<file path="src/rtl/mic_pkg.sv">
// Shared MIC datapath types: serial shifter operations and FSM states.
package mic_pkg;

    typedef enum logic [1:0] {
        DESL_SLL = 2'd0,
        DESL_SRL = 2'd1,
        DESL_SRA = 2'd2,
        DESL_ROR = 2'd3
    } desloc_op_t;

    typedef enum logic [1:0] {
        IDLE  = 2'd0,
        SHIFT = 2'd1,
        DONE  = 2'd2
    } desloc_est_t;

endpackage

</file>
<file path="src/rtl/deslocador_passo.sv">
// One-bit shift/rotate step; the serial shifter applies it once per clock.
module deslocador_passo
    import mic_pkg::*;
#(
    parameter int unsigned WIDTH = 32
) (
    input  desloc_op_t       op,
    input  logic [WIDTH-1:0] din,
    output logic [WIDTH-1:0] dout
);

    // Single-position move selected by the latched operation
    always_comb begin
        dout = din;
        unique case (op)
            DESL_SLL: dout = {din[WIDTH-2:0], 1'b0};
            DESL_SRL: dout = {1'b0, din[WIDTH-1:1]};
            DESL_SRA: dout = {din[WIDTH-1], din[WIDTH-1:1]};
            DESL_ROR: dout = {din[0], din[WIDTH-1:1]};
            default:  dout = din;
        endcase
    end

endmodule

</file>
<file path="src/rtl/deslocador_serial.sv">
// Multi-cycle variable-amount shifter: one bit position per clock, done pulse at the end.
module deslocador_serial
    import mic_pkg::*;
#(
    parameter int unsigned WIDTH   = 32,
    parameter int unsigned SHAMT_W = 5
) (
    input  logic               clk,
    input  logic               rst_n,
    input  logic               start,
    input  logic [1:0]         op,
    input  logic [SHAMT_W-1:0] shamt,
    input  logic [WIDTH-1:0]   E,
    output logic [WIDTH-1:0]   R,
    output logic               busy,
    output logic               done
);

    desloc_est_t        estado_q, estado_d;
    desloc_op_t         op_q, op_d;
    logic [SHAMT_W-1:0] conta_q, conta_d;
    logic [WIDTH-1:0]   r_q, r_d;
    logic [WIDTH-1:0]   passo;

    deslocador_passo #(
        .WIDTH (WIDTH)
    ) u_passo (
        .op   (op_q),
        .din  (r_q),
        .dout (passo)
    );

    // Next-state, counter and result update; inputs only matter when accepted in IDLE
    always_comb begin
        estado_d = estado_q;
        op_d     = op_q;
        conta_d  = conta_q;
        r_d      = r_q;
        unique case (estado_q)
            IDLE: begin
                if (start) begin
                    r_d      = E;
                    op_d     = desloc_op_t'(op);
                    conta_d  = shamt;
                    estado_d = (shamt != '0) ? SHIFT : DONE;
                end
            end
            SHIFT: begin
                r_d     = passo;
                conta_d = conta_q - SHAMT_W'(1);
                if (conta_q == SHAMT_W'(1)) begin
                    estado_d = DONE;
                end
            end
            DONE: begin
                estado_d = IDLE;
            end
            default: estado_d = IDLE;
        endcase
    end

    // State registers with asynchronous reset that abandons any operation in flight
    always_ff @(posedge clk or negedge rst_n) begin
        if (!rst_n) begin
            estado_q <= IDLE;
            op_q     <= DESL_SLL;
            conta_q  <= '0;
            r_q      <= '0;
        end else begin
            estado_q <= estado_d;
            op_q     <= op_d;
            conta_q  <= conta_d;
            r_q      <= r_d;
        end
    end

    // Outputs are pure decodes of registered state
    always_comb begin
        R    = r_q;
        busy = (estado_q != IDLE);
        done = (estado_q == DONE);
    end

endmodule

</file>
<file path="config.mk">
export PLATFORM = sky130hd
export DESIGN_NAME = deslocador_serial
export DESIGN_NICKNAME = d
export VERILOG_FILES = /design/src/rtl/mic_pkg.sv /design/src/rtl/deslocador_passo.sv /design/src/rtl/deslocador_serial.sv
export SDC_FILE = /design/constraint.sdc
export NUM_CORES = 1
export LEC_CHECK = 0
export ABC_AREA = 0
export BUFFER_PORTS_ARGS = -buffer_cell sky130_fd_sc_hd__clkbuf_2
export CORE_ASPECT_RATIO = 1.4
export CORE_MARGIN = 2
export CORE_UTILIZATION = 25
export CTS_CLUSTER_DIAMETER = 30
export DETAILED_ROUTE_END_ITERATION = 8
export SYNTH_ARGS = -nofsm -noshare
export SYNTH_HDL_FRONTEND = slang
export SYNTH_SLANG_ARGS = --single-unit
export TNS_END_PERCENT = 20
</file>
<file path="constraint.sdc">
create_clock -name clk -period 1.5 [get_ports clk]
set_input_delay 0.375 -clock clk [delete_from_list [all_inputs] [get_ports clk]]
set_output_delay 0.375 -clock clk [all_outputs]
set_load 0.02 [all_outputs]
</file>
==> results.json <==
{
  "status": "complete, no violations",
  "comb_power_share_pct": 56.3,
  "ir_drop_mv": 0.701,
  "dr.pass1.iters": 4,
  "rows": 42,
  "syn-mean-instance-area_um2": 8.78,
  "finalSetupViolations": 0,
  "rsz0062_at_grt": "yes",
  "cts_root_buf": "clkbuf_16",
  "hold_buffers": 0,
  "period_minus_slack_ps": 1460,
  "clk_path_buf_depth": 2,
  "worstPathRequired_ps": 1120,
  "layout-drive-gt1-share_pct": 30.9,
  "syn-cell-area_um2": 2370,
  "utilization_pct": 33.2,
  "seqPwrFrac_pct": 30.4,
  "synth_warnings": 0,
  "wire_per_inst_um": 15.9,
  "grt_pass1_wl_um": 12200,
  "max_freq_ghz": 0.685,
  "slew_headroom_pct": 71.9,
  "worstMarginPinSlew_ps": 415,
  "grt_use_total_pct": 14.8,
  "area_growth_pct": 31.2,
  "p_leak_nw": 1.34,
  "end_kind": "output port",
  "die_area_um2": 10300,
  "fp.dieW_um": 86.3,
  "cts_inserted_buffers": 5,
  "post-route-period-util_pct": 97.4,
  "wirelength_um": 7210,
  "die_h_um": 119,
  "cp_max_fo": 6,
  "switching_power_w": 0.00365,
  "routed-via-count": 2270,
  "start_util_pct": 25.3,
  "drv_cap": 0,
  "dp_cells": 441,
  "core-area_um2": 9350,
  "cp-startpoint": "estado_q[1]",
  "syn-instance-count": 270,
  "worstHoldPathType": "in2async",
  "ioPinCount": 76,
  "critPathArrivalTime_ps": 1090,
  "antennaDiodeCount": 0,
  "synth_fp_nets": 314,
  "p_sw_share_pct": 46.5,
  "finalNetCount": 386,
  "grt_overflow": 0,
  "rrSetupSlack_ps": 110,
  "crit-reg2reg-launch": "estado_q[1]",
  "synthDistinctLibCells": 36,
  "dp_hpwl_um": 4950,
  "ys_ff_latch": 41,
  "drc": 0,
  "critical_path_class": "reg2out",
  "clkTransAtPathRegs_ps": 60,
  "clock_latency_ps": 280,
  "power.internal_w": 0.00420,
  "p_clk_share_pct": 13.3,
  "ant_nets": 0,
  "total_power_w": 0.00784,
  "antenna_found_initial": 0,
  "clock-sinks": 41,
  "drt_iter0_drc": 38,
  "htreeDepth": 2,
  "final_common_cell": "clkbuf_2",
  "viasPerCell": 5.01,
  "gp_congestion": 0.753,
  "hold_violations": 0,
  "p_per_area_nw_per_um2": 2520,
  "final_cell_mix": "74 x clkbuf_2, 42 x nand2_1, 39 x dfrtp_1",
  "yosysSeqAreaShare_pct": 43.3,
  "fin_skew_ps": 3.80,
  "instances_no_fill": 453,
  "grt_max_degree": 42,
  "final-max-slew-violation-count": 0,
  "numPortBuffers": 75,
  "startpoint_type": "flip-flop",
  "grt_pass1_vias": 2433,
  "cts_tree": "built"
}
-- synthesized netlist by cell type, drive strengths merged --
cell	count	area [um^2]
o21a	31	233
nor3	2	10.0
nor2b	1	6.26
o221a	2	22.5
a21o	1	7.51
clkbuf	5	18.8
nand3b	1	7.51
nor2	2	7.51
nor3b	1	12.5
dfrtp	41	1030
buf	21	116
mux2i	2	20.0
inv	2	7.51
a211oi	31	233
nand2	42	158
o2bb2ai	1	8.76
nand2b	1	6.26
nor4b	1	8.76
and2b	1	7.51
nand3	4	20.0
o21ba	1	10.0
or3b	1	8.76
a21oi	1	5.00
or4	1	7.51
or2	1	6.26
o21bai	1	7.51
o311ai	1	8.76
o211ai	2	15.0
nand4b	1	8.76
ha	2	25.0
o221ai	1	8.76
o21ai	63	315
and3	1	6.26
-- routing by layer --
layer	track usage, %	share of wire (%)	up-vias
li1	-	-	1132
met1	18.4	44	1080
met2	26.3	52	53
met3	2.49	3.5	5
met4	3.81	0.67	0
met5	0	0	-
-- final timing paths --
kind / end / cells past startpoint
max: busy / 2
min: R[18] / 2
max reg2reg: conta_q[3] / 5
min reg2reg: R[7] / 2
max in group asynchronous: estado_q[1] / 2
min in group clk: op_q[0] / 3
-- flip-flops by register name, summed over array words and instances (netlist names) --
signal / count
estado_q: 2
conta_q: 5
op_q: 2
R: 32
-- layout make-up --
type                    instances  area (um^2)
multi-input cells             201         1220
well taps                     110          138
clock buffers                   6          129
flip-flops and latches         41         1030
clock inverters                 2         10.0
inverters                       2         7.51
repair buffers                 91          571
fillers                      1010         6250
-- power by group through the flow --
stage / Sequential (W) / Clock (W) / Combinational, W
2_1_floorplan: 0.00272 / 0 / 0.00259
3_3_place_gp: 0.00237 / 0 / 0.00431
3_5_place_dp: 0.00240 / 0 / 0.00439
4_1_cts: 0.00238 / 0.00106 / 0.00441
5_1_grt: 0.00249 / 0.00112 / 0.00495
6_report: 0.00238 / 0.00104 / 0.00441
-- worst max-delay path: stages, from the launching register on --
cell and delay, ps:
dfrtp_2 430, or2_1 220, buf_2 150
-- cell families (layout without fill, tap and decap cells) --
logic type / count (synthesis) / in the layout / synth area share (%)
adder cells (fa/ha/maj): 2 / 2 / 1.06
AND/OR/NAND/NOR: 61 / 61 / 11.9
buffers and inverters: 28 / 101 / 6.02
multiplexers: 2 / 2 / 0.845
AO/OA/AOI/OAI: 136 / 136 / 36.9
flip-flops: 41 / 41 / 43.3
-- timing repair --
| action | 4_1_cts | 5_1_grt |
|---|---|---|
| buffers inserted | 2 | 2 |
| endpoints found under the setup margin | 1 | 14 |
| resized for setup | 2 | 4 |
| cloned | 0 | 0 |
-- per-stage QoR --
step	setup slack (ps)	setup TNS [ps]	hold WS (ps)	area (um^2)
2_1_floorplan	209	0	79.4	2370
3_3_place_gp	119	0	373	2920
3_5_place_dp	94.7	0	375	2920
4_1_cts	16.4	0	77.0	3080
5_1_grt	-3.29	-3.29	86.6	3110
6_report	39.3	0	66.9	3110
No activity file was read; power rests on OpenSTA's default activity.
